File: config.mk
export PLATFORM = sky130hd
export DESIGN_NAME = regfile_sb
export DESIGN_NICKNAME = d
export VERILOG_FILES = /design/src/rtl/regfile_sb_pkg.sv /design/src/rtl/regfile_2r1w.sv /design/src/rtl/regfile_sb.sv
export SDC_FILE = /design/constraint.sdc
export NUM_CORES = 2
export LEC_CHECK = 0
export BUFFER_PORTS_ARGS = -buffer_cell sky130_fd_sc_hd__buf_2
export CAP_MARGIN = 0
export CORE_AREA = 2 2 319 321
export DETAILED_ROUTE_END_ITERATION = 6
export DIE_AREA = 0 0 321 323
export GPL_TIMING_DRIVEN = 0
export PLACE_DENSITY = 0.8
export SYNTH_ARGS = -nofsm -noshare
export SYNTH_HDL_FRONTEND = slang
export SYNTH_SLANG_ARGS = --single-unit
File: constraint.sdc
create_clock -name clk -period 3.6 [get_ports clk]
set_clock_uncertainty 0.15 [all_clocks]
set_input_delay 0.72 -clock clk [delete_from_list [all_inputs] [get_ports clk]]
set_output_delay 0.72 -clock clk [all_outputs]
set_load 0.05 [all_outputs]
File: src/rtl/regfile_sb_pkg.sv
// Shared constants for the regfile_sb register file and scoreboard.
// Optional forwarding is enabled with the REGFILE_SB_BYPASS_EN macro (see regfile_sb.sv).
package regfile_sb_pkg;

    // Default data and address widths.
    localparam int unsigned DW_DEFAULT = 32;
    localparam int unsigned AW_DEFAULT = 5;

    // Register 0 is hardwired to zero.
    localparam int unsigned REG_ZERO = 0;

    // Number of registers, which is also the busy-vector width.
    function automatic int unsigned busy_width(input int unsigned aw);
        return 32'd1 << aw;
    endfunction

    localparam int unsigned BUSY_W_DEFAULT = busy_width(AW_DEFAULT);

endpackage

File: src/rtl/regfile_2r1w.sv
// Two-read / one-write register storage with combinational reads.
// Register 0 is never written and always reads as zero.
module regfile_2r1w
    import regfile_sb_pkg::*;
#(
    parameter int unsigned DW = DW_DEFAULT,
    parameter int unsigned AW = AW_DEFAULT
) (
    input  logic          clk,
    input  logic          rst_n,
    input  logic          we,
    input  logic [AW-1:0] wa,
    input  logic [DW-1:0] wd,
    input  logic [AW-1:0] ra1,
    input  logic [AW-1:0] ra2,
    output logic [DW-1:0] rd1,
    output logic [DW-1:0] rd2
);

    localparam int unsigned NREG = busy_width(AW);

    logic [DW-1:0] mem [NREG];

    // Storage array: cleared on reset, written at the edge unless targeting register 0.
    always_ff @(posedge clk or negedge rst_n) begin
        if (!rst_n) begin
            for (int i = 0; i < int'(NREG); i++) begin
                mem[i] <= '0;
            end
        end else if (we && (wa != AW'(REG_ZERO))) begin
            mem[wa] <= wd;
        end
    end

    // Combinational reads with the zero register forced to 0.
    always_comb begin
        rd1 = (ra1 == AW'(REG_ZERO)) ? '0 : mem[ra1];
        rd2 = (ra2 == AW'(REG_ZERO)) ? '0 : mem[ra2];
    end

endmodule

File: src/rtl/regfile_sb.sv
// Register file with per-register busy scoreboard for the pipelined CPU.
// Issue marks a destination busy and stalls on RAW/WAW hazards; write-back
// commits data and clears busy. Define REGFILE_SB_BYPASS_EN to forward the
// write-back data to the read ports and to let hazards clear in the same cycle.
module regfile_sb
    import regfile_sb_pkg::*;
#(
    parameter int unsigned DW = DW_DEFAULT,
    parameter int unsigned AW = AW_DEFAULT
) (
    input  logic          clk,
    input  logic          rst_n,
    input  logic [AW-1:0] ra1,
    input  logic [AW-1:0] ra2,
    output logic [DW-1:0] rd1,
    output logic [DW-1:0] rd2,
    input  logic          iss_valid,
    input  logic          iss_use1,
    input  logic          iss_use2,
    input  logic          iss_wr,
    input  logic [AW-1:0] iss_wa,
    output logic          iss_ready,
    input  logic          wb_valid,
    input  logic [AW-1:0] wb_wa,
    input  logic [DW-1:0] wb_wd,
    output logic [AW:0]   pend_cnt,
    output logic          wb_err
);

    localparam int unsigned NREG = busy_width(AW);
    localparam logic [AW:0] CNT_MAX = (AW+1)'(NREG - 1);

    logic [NREG-1:0] busy_q, busy_d, busy_eff;
    logic [AW:0]     pend_cnt_q, pend_cnt_d;
    logic            wb_err_q, wb_err_d;
    logic [DW-1:0]   rf_rd1, rf_rd2;
    logic            set_en, clr_en, inc, dec;

    regfile_2r1w #(
        .DW (DW),
        .AW (AW)
    ) u_rf (
        .clk   (clk),
        .rst_n (rst_n),
        .we    (wb_valid),
        .wa    (wb_wa),
        .wd    (wb_wd),
        .ra1   (ra1),
        .ra2   (ra2),
        .rd1   (rf_rd1),
        .rd2   (rf_rd2)
    );

    // Read ports, optionally forwarding the in-flight write-back.
    always_comb begin
        rd1 = rf_rd1;
        rd2 = rf_rd2;
`ifdef REGFILE_SB_BYPASS_EN
        if (wb_valid && (wb_wa != AW'(REG_ZERO)) && (wb_wa == ra1)) begin
            rd1 = wb_wd;
        end
        if (wb_valid && (wb_wa != AW'(REG_ZERO)) && (wb_wa == ra2)) begin
            rd2 = wb_wd;
        end
`endif
    end

    // Hazard check against the effective busy vector.
    always_comb begin
        busy_eff = busy_q;
`ifdef REGFILE_SB_BYPASS_EN
        // A register being written back this cycle no longer blocks.
        if (wb_valid) begin
            busy_eff[wb_wa] = 1'b0;
        end
`endif
        iss_ready = !(iss_use1 && busy_eff[ra1]) &&
                    !(iss_use2 && busy_eff[ra2]) &&
                    !(iss_wr && busy_eff[iss_wa]);
    end

    // Scoreboard next state: clear on write-back, set on issue (set wins), count tracking.
    always_comb begin
        set_en = iss_valid && iss_ready && iss_wr && (iss_wa != AW'(REG_ZERO));
        clr_en = wb_valid && (wb_wa != AW'(REG_ZERO));

        busy_d = busy_q;
        if (clr_en) begin
            busy_d[wb_wa] = 1'b0;
        end
        if (set_en) begin
            busy_d[iss_wa] = 1'b1;
        end
        busy_d[REG_ZERO] = 1'b0;

        inc = set_en && !busy_q[iss_wa];
        // A clear that is overridden by a same-register set leaves the count alone.
        dec = clr_en && busy_q[wb_wa] && !(set_en && (iss_wa == wb_wa));

        pend_cnt_d = pend_cnt_q;
        if (inc && !dec && (pend_cnt_q != CNT_MAX)) begin
            pend_cnt_d = pend_cnt_q + 1'b1;
        end else if (dec && !inc && (pend_cnt_q != '0)) begin
            pend_cnt_d = pend_cnt_q - 1'b1;
        end

        wb_err_d = wb_err_q || (clr_en && !busy_q[wb_wa]);
    end

    // Scoreboard state registers.
    always_ff @(posedge clk or negedge rst_n) begin
        if (!rst_n) begin
            busy_q     <= '0;
            pend_cnt_q <= '0;
            wb_err_q   <= 1'b0;
        end else begin
            busy_q     <= busy_d;
            pend_cnt_q <= pend_cnt_d;
            wb_err_q   <= wb_err_d;
        end
    end

    assign pend_cnt = pend_cnt_q;
    assign wb_err   = wb_err_q;

endmodule

==> out/metrics.yaml <==
status: "finished with violations"
violations: "design-rule violations, max-capacitance violations, max-slew violations, negative setup slack"
die_h_um: 323
required_ns: 2.73
dieArea_um2: 104000
grt_overflow_total: 0
synthesis.area_um2: 56700
drc: 21
rsz0062_at_grt: "true"
core_um2: 101000
vias: 42300
cp.arrival_ns: 3.09
placementRows: 117
setup_viol: 232
wl_mm: 234
max_stage_delay_ns: 0.62
hold_viol_final: 0
grt_pass1_vias: 42300
drive_gt1_share_pct: 61.6
portBuffers: 123
layout.nets: 3988
place_ws_ns: -1.81
crit_buf_inv: 4
startpoint_type: "input pin"
crit_chain: "buf_2, clkbuf_2, clkbuf_4, mux4_2, mux2i_1, nor2_2, buf_6"
io_pins: 131
vias_per_cell: 7.95
synthFlopType: "dfrtp_1"
ant_nets: 0
yosysUniqueCellTypes: 59
insertion_delay_ns: 0.73
relSlewSlack_pct: -6.93
cts-htree-levels: 3
grt_usage_pct: 44.6
crit_family: "buffers and inverters"
yosys_warnings: 0
finalCriticalPeriod_ns: 3.96
syn-num-nets: 3604
period_share_pct: 110
hold_ws_ns: 0.121
dieWidth_um: 321
yosys-top-cells-area: "dfrtp_1, mux4_2, mux2_2"
synth_seq_cells: 1062
synth-async-reset-ratio_pct: 100
synth_area_per_cell_um2: 16.0
synth-edff-count: 0
start_util_pct: 56.3
final_cells: 5326
drtIter0Drc: 7371
setup_slack_ns: -0.361
clockRootBuffer: "clkbuf_16"
cts.sinks: 1062
ys_seq_area_share_pct: 46.8
max-cap-violations: 6
fmax_ghz: 0.252
critical_path.max_fanout: 10
grt_max_degree: 167
synth_area_leader_cell: "dfrtp_1"
clk_pin_slew_worst_paths_ns: 0.06
slew_violations: 44
slowest_stage: "clkbuf_4"
first_pass_iters: 7
cts_tree: "done"
wire_per_inst_um: 44.0
antenna_found_initial: 7
yosysTopAreaCellShare_pct: 46.8
dp.cells: 4979
end_kind: "output pin"
grt_first_pass_wirelength_mm: 318
gp_congestion: 0.971
tightestPinTransition_ns: 1.60
cts.path.max_buffers: 3
path_class: "in2out"
ir_worst_vdd_uv: 485
hold_path_class: "in2reg"
syn_inst: 3540
power_density_nw_per_um2: 566
place_hpwl_mm: 131
area_growth_pct: 21.2
power_leakage_nw: 29.5
numCtsBuffers: 110
==> cells in the mapped netlist, types with 2 or more instances <==
| master | count |
|---|---|
| nand4_1 | 2 |
| or3b_2 | 4 |
| o21bai_1 | 2 |
| and3_1 | 2 |
| nand3_2 | 2 |
| o21ai_1 | 2 |
| nor3_1 | 3 |
| o21a_1 | 3 |
| buf_6 | 2 |
| nand2_1 | 78 |
| or3_1 | 4 |
| mux2_2 | 1006 |
| buf_1 | 69 |
| and3b_1 | 3 |
| a22o_1 | 2 |
| nand3_1 | 9 |
| clkbuf_1 | 291 |
| a31o_2 | 2 |
| o221ai_1 | 3 |
| mux4_2 | 659 |
| o21ai_0 | 82 |
| ha_1 | 4 |
| nor3b_1 | 3 |
| mux2i_1 | 53 |
| inv_1 | 39 |
| buf_2 | 36 |
| nand3b_1 | 11 |
| mux2_1 | 2 |
| o22ai_1 | 4 |
| dfrtp_1 | 1062 |
| xor2_1 | 2 |
| nor2_1 | 61 |
| a21oi_1 | 7 |
==> where the power goes <==
group	leakage [nW]	internal, mW	total, mW	switching (mW)
logic	14.0	5.65	10.6	4.96
registers	13.7	14.2	16.2	2.01
clock network	1.86	6.91	12.1	5.23
total	29.5	26.7	38.9	12.2
==> flip-flops by register name, summed over array words and instances (netlist names) <==
signal,cells
u_rf.mem,1024
busy_eff,31
pend_cnt,6
wb_err,1
==> path summary, 6_finish.rpt <==
kind / start / end / slack [ns] / cells after the start
max in group asynchronous: rst_n / u_rf.mem[391] / 0.90 / 4
min in group asynchronous: rst_n / u_rf.mem[312] / 0.43 / 2
worst min-delay path: wb_wd[14] / u_rf.mem[14] / 0.12 / 2
worst max register to register: busy_eff[14] / pend_cnt[4] / -0.16 / 16
worst min register to register: u_rf.mem[1005] / u_rf.mem[1005] / 0.33 / 1
worst max-delay path: ra2[3] / rd2[0] / -0.36 / 7
==> cells by family after synthesis <==
family / after synthesis / synth area share (%)
compound gates: 121 / 1.27
buf+inv: 437 / 3.00
xor+xnor: 3 / 0.0463
fa+ha+maj: 5 / 0.124
simple gates: 192 / 1.62
mux: 1720 / 47.1
flops: 1062 / 46.8
==> per-stage QoR <==
| step | utilization, % | setup TNS [ns] | power [mW] | cell area [um2] |
|---|---|---|---|---|
| global placement | 59.0 | - | 24.3 | 59400 |
| finish | 68.3 | -27.45 | 38.9 | 68800 |
| global route | 68.3 | -14.51 | 39.6 | 68700 |
| CTS | 67.6 | -8.97 | 37.6 | 68100 |
| detailed placement | 59.2 | -348.81 | 24.8 | 59600 |
| floorplan | - | -0.715 | 22.1 | 57100 |
==> cell type report <==
| type | count | area [um2] |
|---|---|---|
| Sequential cell | 1062 | 26600 |
| Fill cell | 6136 | 32000 |
| Clock inverter | 30 | 329 |
| Timing Repair Buffer | 280 | 3710 |
| Antenna cell | 5 | 12.5 |
| Multi-Input combinational cell | 2041 | 29200 |
| Clock buffer | 170 | 3410 |
| Inverter | 39 | 146 |
| Tap cell | 1309 | 1640 |
| Buffer | 390 | 3750 |
==> worst reg2reg max path, stage by stage (launching register included) <==
cell      delay, ns
dfrtp_1        0.42
mux4_2         0.47
mux2_4         0.30
a221oi_2       0.25
a311oi_2       0.10
a311oi_4       0.38
nand2_4        0.15
buf_6          0.15
ha_4           0.22
a21oi_2        0.13
nor2_1         0.05
nor2_1         0.12
xor2_1         0.21
a21oi_1        0.08
mux2_4         0.28
nand2_1        0.07
o311ai_1       0.10
==> placed cells by master (no fill, tap or decap), types with 5 or more instances in the layout <==
| master | count |
|---|---|
| o21ai_4 | 20 |
| nand2_2 | 31 |
| nand3_1 | 9 |
| dfrtp_1 | 1059 |
| clkbuf_16 | 175 |
| buf_16 | 56 |
| nand2_1 | 46 |
| diode_2 | 5 |
| o21ai_2 | 12 |
| bufinv_16 | 6 |
| mux2_2 | 1005 |
| clkbuf_2 | 38 |
| mux2i_2 | 10 |
| clkbuf_4 | 11 |
| nor2_1 | 23 |
| o21ai_0 | 48 |
| buf_6 | 84 |
| mux2i_1 | 34 |
| inv_2 | 16 |
| nor2_2 | 34 |
| buf_1 | 29 |
| clkbuf_1 | 201 |
| buf_2 | 61 |
| mux2i_4 | 9 |
| mux4_2 | 659 |
| buf_8 | 18 |
| buf_4 | 58 |
| clkbuf_8 | 51 |
| inv_1 | 23 |
| clkinv_2 | 18 |
| nand3b_1 | 11 |
| buf_12 | 53 |
==> metal layers <==
layer | up-vias | GRT usage [%] | part of all wire (%)
li1 | 14600 | - | -
met1 | 21600 | 50.1 | 30
met2 | 4467 | 59.7 | 40
met3 | 1655 | 26.4 | 18
met4 | 26 | 37.8 | 12
met5 | - | 6.62 | 0.35
==> timing repair <==
| action | CTS | global route |
|---|---|---|
| pin swaps | 12 | 18 |
| endpoints found under the setup margin | 119 | 297 |
| hold buffers | 1 | 0 |
| setup buffers | 68 | 44 |
| gates resized for setup | 743 | 183 |
| gates cloned | 40 | 14 |
| hold endpoints to repair | 124 | 0 |
(Power assumes the default switching activity.)
